===== src/rtl/led_ram_arbiter.sv =====
// LED display RAM port arbiter: scan reads, light-pen writes, bulk clear/fill.
// Scan wins by default; a pending writer gets a slot within SCAN_BURST+1.
module led_ram_arbiter #(
    parameter int unsigned SCAN_BURST = 4
) (
    input  logic       clk,
    input  logic       rst_n,
    input  logic       scan_req,
    input  logic [7:0] scan_row,
    input  logic [7:0] scan_col,
    output logic       scan_gnt,
    input  logic       pen_req,
    input  logic [7:0] pen_row,
    input  logic [7:0] pen_col,
    input  logic [3:0] pen_data,
    output logic       pen_ack,
    output logic       pen_err,
    input  logic       clr_start,
    input  logic [3:0] clr_data,
    output logic       clr_busy,
    output logic       clr_done,
    output logic       ram_we,
    output logic [7:0] ram_row,
    output logic [7:0] ram_col,
    output logic [3:0] ram_wdata
);

    typedef enum logic [1:0] {
        CLR_IDLE = 2'd0,
        CLR_RUN  = 2'd1,
        CLR_DONE = 2'd2
    } clr_state_t;

    localparam logic [3:0] BURST = 4'(SCAN_BURST);

    clr_state_t r_clr_state;
    clr_state_t w_clr_state_nxt;

    logic [5:0] r_idx;
    logic [5:0] w_idx_nxt;
    logic [3:0] r_clr_data;
    logic [3:0] w_clr_data_nxt;
    logic [3:0] r_fair_cnt;
    logic [3:0] w_fair_cnt_nxt;

    logic       r_scan_gnt;
    logic       r_pen_ack;
    logic       r_pen_err;
    logic       r_clr_busy;
    logic       r_clr_done;
    logic       r_ram_we;
    logic [7:0] r_ram_row;
    logic [7:0] r_ram_col;
    logic [3:0] r_ram_wdata;

    logic       w_clr_w;
    logic       w_pen_w;
    logic       w_any_w;
    logic       w_w_win;
    logic       w_scan_win;
    logic       w_pen_ok;
    logic [7:0] w_clr_row;
    logic [7:0] w_clr_col;

    logic       w_scan_gnt;
    logic       w_pen_ack;
    logic       w_pen_err;
    logic       w_ram_we;
    logic [7:0] w_ram_row;
    logic [7:0] w_ram_col;
    logic [3:0] w_ram_wdata;

    function automatic logic is_onehot(input logic [7:0] v);
        return (v != 8'd0) && ((v & (v - 8'd1)) == 8'd0);
    endfunction

    // The pen is ineligible while its ack is out, so a held req is not reused.
    always_comb begin
        w_clr_w    = (r_clr_state == CLR_RUN);
        w_pen_w    = !w_clr_w && pen_req && !r_pen_ack;
        w_any_w    = w_clr_w || w_pen_w;
        w_w_win    = w_any_w && (!scan_req || (r_fair_cnt == BURST));
        w_scan_win = scan_req && !w_w_win;
        w_pen_ok   = is_onehot(pen_row) && is_onehot(pen_col);
        w_clr_row  = 8'd1 << r_idx[5:3];
        w_clr_col  = 8'd1 << r_idx[2:0];
    end

    always_comb begin
        w_fair_cnt_nxt = 4'd0;
        if (w_any_w && w_scan_win) begin
            if (r_fair_cnt != BURST) begin
                w_fair_cnt_nxt = r_fair_cnt + 4'd1;
            end else begin
                w_fair_cnt_nxt = r_fair_cnt;
            end
        end
    end

    always_comb begin
        w_scan_gnt  = 1'b0;
        w_pen_ack   = 1'b0;
        w_pen_err   = 1'b0;
        w_ram_we    = 1'b0;
        w_ram_row   = 8'd0;
        w_ram_col   = 8'd0;
        w_ram_wdata = 4'd0;
        unique case (1'b1)
            w_scan_win: begin
                w_scan_gnt = 1'b1;
                w_ram_row  = scan_row;
                w_ram_col  = scan_col;
            end
            (w_w_win && w_clr_w): begin
                w_ram_we    = 1'b1;
                w_ram_row   = w_clr_row;
                w_ram_col   = w_clr_col;
                w_ram_wdata = r_clr_data;
            end
            (w_w_win && w_pen_w): begin
                w_pen_ack = 1'b1;
                w_pen_err = !w_pen_ok;
                if (w_pen_ok) begin
                    w_ram_we    = 1'b1;
                    w_ram_row   = pen_row;
                    w_ram_col   = pen_col;
                    w_ram_wdata = pen_data;
                end
            end
            default: begin
                w_scan_gnt = 1'b0;
            end
        endcase
    end

    always_comb begin
        w_clr_state_nxt = r_clr_state;
        w_idx_nxt       = r_idx;
        w_clr_data_nxt  = r_clr_data;
        unique case (r_clr_state)
            CLR_IDLE: begin
                if (clr_start) begin
                    w_clr_state_nxt = CLR_RUN;
                    w_idx_nxt       = 6'd0;
                    w_clr_data_nxt  = clr_data;
                end
            end
            CLR_RUN: begin
                if (w_w_win) begin
                    if (r_idx == 6'd63) begin
                        w_clr_state_nxt = CLR_DONE;
                    end else begin
                        w_idx_nxt = r_idx + 6'd1;
                    end
                end
            end
            CLR_DONE: begin
                w_clr_state_nxt = CLR_IDLE;
            end
            default: begin
                w_clr_state_nxt = CLR_IDLE;
            end
        endcase
    end

    always_ff @(posedge clk) begin
        if (!rst_n) begin
            r_clr_state <= CLR_IDLE;
            r_idx       <= 6'd0;
            r_clr_data  <= 4'd0;
            r_fair_cnt  <= 4'd0;
            r_scan_gnt  <= 1'b0;
            r_pen_ack   <= 1'b0;
            r_pen_err   <= 1'b0;
            r_clr_busy  <= 1'b0;
            r_clr_done  <= 1'b0;
            r_ram_we    <= 1'b0;
            r_ram_row   <= 8'd0;
            r_ram_col   <= 8'd0;
            r_ram_wdata <= 4'd0;
        end else begin
            r_clr_state <= w_clr_state_nxt;
            r_idx       <= w_idx_nxt;
            r_clr_data  <= w_clr_data_nxt;
            r_fair_cnt  <= w_fair_cnt_nxt;
            r_scan_gnt  <= w_scan_gnt;
            r_pen_ack   <= w_pen_ack;
            r_pen_err   <= w_pen_err;
            r_clr_busy  <= (w_clr_state_nxt == CLR_RUN);
            r_clr_done  <= (w_clr_state_nxt == CLR_DONE);
            r_ram_we    <= w_ram_we;
            r_ram_row   <= w_ram_row;
            r_ram_col   <= w_ram_col;
            r_ram_wdata <= w_ram_wdata;
        end
    end

    assign scan_gnt  = r_scan_gnt;
    assign pen_ack   = r_pen_ack;
    assign pen_err   = r_pen_err;
    assign clr_busy  = r_clr_busy;
    assign clr_done  = r_clr_done;
    assign ram_we    = r_ram_we;
    assign ram_row   = r_ram_row;
    assign ram_col   = r_ram_col;
    assign ram_wdata = r_ram_wdata;

endmodule


===== config.mk =====
export PLATFORM = sky130hd
export DESIGN_NAME = led_ram_arbiter
export DESIGN_NICKNAME = d
export VERILOG_FILES = /design/src/rtl/led_ram_arbiter.sv
export SDC_FILE = /design/constraint.sdc
export NUM_CORES = 1
export LEC_CHECK = 0
export BUFFER_PORTS_ARGS = -buffer_cell sky130_fd_sc_hd__buf_2
export CAP_MARGIN = 20
export CORE_MARGIN = 2
export CORE_UTILIZATION = 49
export DETAILED_ROUTE_END_ITERATION = 16
export PLACE_DENSITY_LB_ADDON = 0.08
export SLEW_MARGIN = 20
export SYNTH_ARGS = -nofsm -noshare
export SYNTH_HDL_FRONTEND = slang
export SYNTH_SLANG_ARGS = --single-unit

===== constraint.sdc =====
create_clock -name clk -period 2.15 [get_ports clk]
set_clock_uncertainty 0.05 [all_clocks]
set_input_delay 0.1075 -clock clk [delete_from_list [all_inputs] [get_ports clk]]
set_output_delay 0.1075 -clock clk [all_outputs]
set_load 0.02 [all_outputs]

==> results of run 1 <==
## power by group
part	switching, W	internal (W)
logic	0.000135	0.000104
clock network	0.000266	0.000259
registers	0.0000111	0.000804
## cells in the final DEF, fill, tap and decap left out, drive strengths merged, types with 8 or more instances in the layout
cell,synthesis,final
dlygate4sd3,0,10
a21oi,12,12
o2bb2ai,13,13
nand3,10,10
nand2,16,16
dfxtp,42,42
ha,8,8
buf,2,77
nor2,14,14
a22oi,10,10
## worst max-delay path: stages
cell,delay (ns)
sky130_fd_sc_hd__dlygate4sd3_1,0.53
sky130_fd_sc_hd__buf_2,0.16
sky130_fd_sc_hd__o31ai_2,0.25
sky130_fd_sc_hd__o21ai_1,0.09
sky130_fd_sc_hd__or3_4,0.41
sky130_fd_sc_hd__nor4_4,0.37
sky130_fd_sc_hd__buf_12,0.19
sky130_fd_sc_hd__o2bb2ai_1,0.14
## per-layer routing
layer / part of all wire, % / track usage [%] / up-vias
met4: 1.1 / 7.000 / 0
li1: - / - / 963
met2: 49 / 37.38 / 46
met1: 45 / 27.95 / 873
met3: 4.4 / 5.428 / 5
met5: 0 / 0 / -
## flip-flops by register name, indices dropped and copies added, names as in the netlist, 2 cells and up
register,flops
r_clr_state,2
ram_col,8
r_idx,6
r_clr_data,4
ram_row,8
r_fair_cnt,4
ram_wdata,4
## cell type report
cell class / count / share of cell area [%]
Tap cell: 50 / 2.355
Multi-Input combinational cell: 157 / 42.30
Clock buffer: 7 / 3.250
Inverter: 6 / 0.8479
Sequential cell: 42 / 31.65
Clock inverter: 1 / 0.1884
Timing Repair Buffer: 87 / 19.41
## through the flow
stage	cell area, sq um	utilization, %	total power [W]
2_1_floorplan	2007	-	0.0009501
3_3_place_gp	2440	61.44	0.001049
3_5_place_dp	2440	61.44	0.001050
4_1_cts	2621	66.01	0.001589
5_1_grt	2656	66.89	0.001655
6_report	2656	66.89	0.001579
## cell families (layout without fill, tap and decap cells)
kind of cell    after synthesis  in the layout  share of synthesized area, %
compound gates               62             62                         23.88
xor+xnor                      3              3                         1.309
fa+ha+maj                     8              8                         4.988
buf+inv                      14            101                         3.366
flops                        42             42                         41.90
mux                           3              3                         1.496
simple gates                 81             81                         23.07
## path summary, 6_finish.rpt
kind | startpoint | to | cells past startpoint
worst max-delay path | pen_row[0] | ram_col[6] | 8
worst min-delay path | clr_data[1] | r_clr_data[1] | 3
worst max register to register | r_fair_cnt[0] | ram_col[6] | 8
worst min register to register | r_clr_data[0] | r_clr_data[0] | 2
## synthesized netlist by cell type (all sizes together) (3+ instances only)
cell type,number,area (sq um)
clkbuf,6,22.52
dfxtp,42,840.8
nand2,16,60.06
nor3,5,25.02
nand3,10,50.05
ha,8,100.1
mux2i,3,30.03
o2bb2ai,13,126.4
a21boi,4,30.03
a22oi,10,75.07
xnor2,3,26.28
a32o,4,40.04
a21oi,12,75.08
and2,5,31.28
nor2b,7,43.79
a21o,4,31.28
inv,6,22.52
nor4b,3,26.28
nor2,14,52.55
a32oi,4,35.03
o21ai,7,35.03
or3,3,23.77
## repair_timing
action	in CTS	in global routing
gates resized for setup	0	5
setup endpoints to repair	0	21
hold buffers	9	1
buffers inserted	0	0
hold endpoints to repair	9	1
==> out/results.ini, run 1 <==
[pwr]
powerDensity_mw_per_mm2=594.3
power.static_leakage_nw=1.157
ir_worst_vdd_mv=0.4968

[setup_path]
critPathKind=in -> reg
crit_arrival_ns=2.25
worstPathRequired_ns=2.31
worst_setup_path_end_kind=register
worst-r2r-setup-slack_ns=0.17
cp_launch_type=input port
timing.critical_path.fanout_max=16

[synth]
synth_sequential_area_ratio_pct=41.90
synth-edff-count=0
syn_nets=266
synth-seq-cells=42
synth-async-reset-ratio_pct=0
yosysWarnings=0
syn_avg_cell_area_sq_um=9.422
synth_top_flop_cell=sky130_fd_sc_hd__dfxtp_1
synth.cell_area_sq_mm=0.002007
synth_cell_types=45
post_synth_inst_count=213

[floorplan]
floorplan.initialDensity_pct=50.54
ioPinCount=71
rows=23
core-area_sq_mm=0.003971
die_w_microns=68
dieArea_sq_mm=0.004624
die_height_microns=68

[clock_tree]
clock_sinks=42
clk_latency_ns=0.29
clock_tree.root_cell=sky130_fd_sc_hd__clkbuf_8
cts-buffers-inserted=5
tritoncts=built
path_clk_slew_ns=0.07
max-clock-path-buffers=2
clock_tree.htree_level_count=2

[sta]
max_freq_mhz=477.7
fin_tns_setup_ns=0
timing_hold_violations_final=0
fin_crit_sh_pct=97.36
timing.final.setup_violations=0
worst_hold_slack_ns=0.007288
slew_headroom_pct=68.44
unrepaired_setup_endpoints_after_global_routing=no
final_period_minus_worst_setup_slack_ns=2.093
final_critical_path_setup_slack_ns=0.05683
slew_viol_final=0
tightest_slew_ns=0.4698

[grt]
grt_pass1_vias=1742
grt_start_max_net_pins=18
global_route.overflow_total=0
grt_pass1_wl_microns=7679
initial_antenna_violation_count=0
gr-usage-all-layers_pct=22.24

[detailed_routing]
count_of_vias_placed_by_the_detailed_router=1887
drt.antenna.violating_nets=0
routed_wl_microns=5093
ratio_of_routed_vias_to_standard_cells=5.391
drc=0
drt_first_iter_violations=64
wl_per_cell_microns=14.55
router_iterations_before_antenna_repair=4

[layout]
post_route_cells_drive_above_1_share_pct=33.00
number_of_antenna_diodes=0
seq_area_sq_um=840.8
area_growth_syn_to_layout_pct=32.36
multiInputGateArea_sq_mm=0.001124
nNetsFinal=352
final_cell_count_no_fill=350
filler_cell_count=358

[place]
gp_congestion=0.8538
detailed_place_hpwl_microns=3660
dp.cells=332
io_buffer_count=70
dpl_worst_slack_ns=0.1192

[outcome]
outcome=completed

[min_path]
hp-class=in -> reg

[flow_run]
number_of_maximum_capacitance_violations=0

Power figures use the tool's default switching activity.
==> run 2: changes to the inputs <==
- CORE_UTILIZATION: 49 -> 40
- PLACE_DENSITY: not set -> 0.72
- PLACE_DENSITY_LB_ADDON: 0.08 -> not set
==> run 2 against run 1 <==
Register-to-register slack better by 0.02 ns; power is 5.0% higher; critical path depth stayed put; non-clock buffer count is 2 higher; setup slack better by 0.12 ns; final area is 0.57% higher; maximum frequency is 6.2% higher; first-iteration DRC count is 75% higher; wire length is 5.4% lower; sequential cell count stayed put; core utilization is 11 points lower; global-route usage is 4.3 points lower.
==> out/results.ini, run 2 (synthesized netlist as in run 1, its figures left out) <==
[clock_tree]
path_clk_slew_ns=0.08  ; about the same
cts-buffers-inserted=5  ; unchanged
clock_tree.root_cell=sky130_fd_sc_hd__clkbuf_8
clk_latency_ns=0.29  ; about the same
clock_tree.htree_level_count=2  ; unchanged
max-clock-path-buffers=2  ; unchanged
clock_sinks=42  ; unchanged
tritoncts=built

[sta]
fin_tns_setup_ns=0  ; unchanged
timing_hold_violations_final=0  ; unchanged
slew_headroom_pct=69.53  ; +1.1 points
unrepaired_setup_endpoints_after_global_routing=no
tightest_slew_ns=0.4523  ; -0.01752 ns
slew_viol_final=0  ; unchanged
max_freq_mhz=507.6  ; +6.2%
timing.final.setup_violations=0  ; unchanged
final_period_minus_worst_setup_slack_ns=1.970  ; -0.1230 ns
fin_crit_sh_pct=91.63  ; -5.7 points
worst_hold_slack_ns=0.004434  ; -0.002854 ns

[detailed_routing]
drc=0  ; unchanged
routed_wl_microns=4819  ; -5.4%
router_iterations_before_antenna_repair=4  ; unchanged
count_of_vias_placed_by_the_detailed_router=1929  ; +2.2%
wl_per_cell_microns=13.06  ; -10%
drt.antenna.violating_nets=0  ; unchanged
ratio_of_routed_vias_to_standard_cells=5.228  ; -3.0%
drt_first_iter_violations=112  ; +75%

[outcome]
outcome=completed

[grt]
grt_start_max_net_pins=18  ; unchanged
initial_antenna_violation_count=0  ; unchanged
grt_pass1_vias=1868  ; +7.2%
gr-usage-all-layers_pct=17.94  ; -4.3 points
global_route.overflow_total=0  ; unchanged
grt_pass1_wl_microns=7810  ; +1.7%

[floorplan]
rows=25  ; +8.7%
ioPinCount=71  ; unchanged
floorplan.initialDensity_pct=41.93  ; -8.6 points
die_height_microns=74.83  ; +10%
die_w_microns=74.83  ; +10%
core-area_sq_mm=0.004786  ; +21%
dieArea_sq_mm=0.005600  ; +21%

[min_path]
hp-class=in -> reg
whs_path_depth=2  ; -1
hold_path.startpoint=pen_row[3]
hold_end=ram_row[3]

[setup_path]
critPathSlowestCell=sky130_fd_sc_hd__dlygate4sd3_1
worstPathRequired_ns=2.33  ; +0.02 ns
worst_r2r_path_depth=9  ; +1
r2r_start=r_fair_cnt[0]
worst-r2r-setup-slack_ns=0.19  ; +0.02 ns
cp_launch_type=input port
critical_path.cell_chain=dlygate4sd3_1, buf_2, nor3_2, o21ai_1, or3_4, nor4_4, buf_4, a32o_1
crit_arrival_ns=2.15  ; -0.10 ns
critPathKind=in -> reg
critPathMaxStageDelay_ns=0.54  ; about the same
worst_setup_path_end_kind=register
path_delay_family=buffers and inverters
crit-reg2reg-capture=r_idx[2]
timing.critical_path.fanout_max=13  ; -3
critical_path_buf_inv_count=3  ; unchanged

[layout]
area_growth_syn_to_layout_pct=33.10
final_cell_count_no_fill=369  ; +5.4%
nNetsFinal=354  ; +0.57%
final_common_cell=sky130_fd_sc_hd__buf_2
seq_area_sq_um=840.8  ; unchanged
filler_cell_count=436  ; +22%
post_route_cells_drive_above_1_share_pct=33.44  ; +0.44 points
number_of_antenna_diodes=0  ; unchanged
final_core_util_pct=55.82  ; -11 points
post-route-cell-area_sq_mm=0.002671  ; +0.57%
multiInputGateArea_sq_mm=0.001104  ; -1.8%
final_cell_mix=sky130_fd_sc_hd__buf_2 (70), sky130_fd_sc_hd__dfxtp_1 (42), sky130_fd_sc_hd__nand2_1 (16)

[place]
io_buffer_count=70  ; unchanged
dp.cells=351  ; +5.7%
gp_congestion=0.8128  ; -4.8%
placedInstanceArea_sq_mm=0.002464  ; +0.97%
detailed_place_hpwl_microns=3600  ; -1.6%

[flow_run]
number_of_maximum_capacitance_violations=0  ; unchanged

[pwr]
power.static_leakage_nw=1.162  ; +0.41%
ir_worst_vdd_mv=0.3782  ; -24%
powerDensity_mw_per_mm2=620.7  ; +4.4%

==> run 2: per-stage QoR <==
stage	setup slack, ns	total power [W]
2_1_floorplan	0.3053	0.0009501
3_3_place_gp	0.2318	0.001051
3_5_place_dp	0.1374	0.001052
4_1_cts	0.07650	0.001674
5_1_grt	0.05215	0.001737
6_report	0.1799	0.001658
==> run 2: area by class of cell <==
type,instances,share of cell area (%)
multi-input cells,157,41.31
flip-flops and latches,42,31.48
repair buffers,89,19.11
well taps,67,3.138
clock buffers,6,2.717
clock inverters,2,1.405
inverters,6,0.8431
==> run 2: power breakdown <==
part,internal [W],switching [W]
Combinational,0.000102,0.000130
Clock,0.000346,0.000266
Sequential,0.000804,0.0000102
==> run 2: worst max-delay path by stage <==
stage | startpoint | to | slack, ns | cells after the start
finish | pen_col[0] | ram_wdata[3] | 0.18 | 8
global route | pen_col[0] | ram_col[2] | 0.05 | 9
CTS | pen_col[0] | ram_wdata[3] | 0.08 | 9
detailed placement | r_fair_cnt[0] | ram_wdata[3] | 0.14 | 8
global placement | r_fair_cnt[0] | ram_wdata[0] | 0.23 | 8
floorplan | r_fair_cnt[0] | r_idx[5] | 0.31 | 7
==> run 2: routing by layer <==
metal	track usage [%]	vias to the layer above	share of wire, %
li1	-	969	-
met1	22.56	893	46
met2	30.60	63	47
met3	5.087	4	6.3
met4	3.968	0	0.52
met5	0	-	0
==> run 2: timing repair <==
| action | CTS | global route |
|---|---|---|
| setup endpoints to repair | 0 | 20 |
| buffers inserted | 0 | 3 |
| gates resized for setup | 0 | 1 |
| hold endpoints to repair | 7 | 0 |
| hold buffers | 7 | 0 |
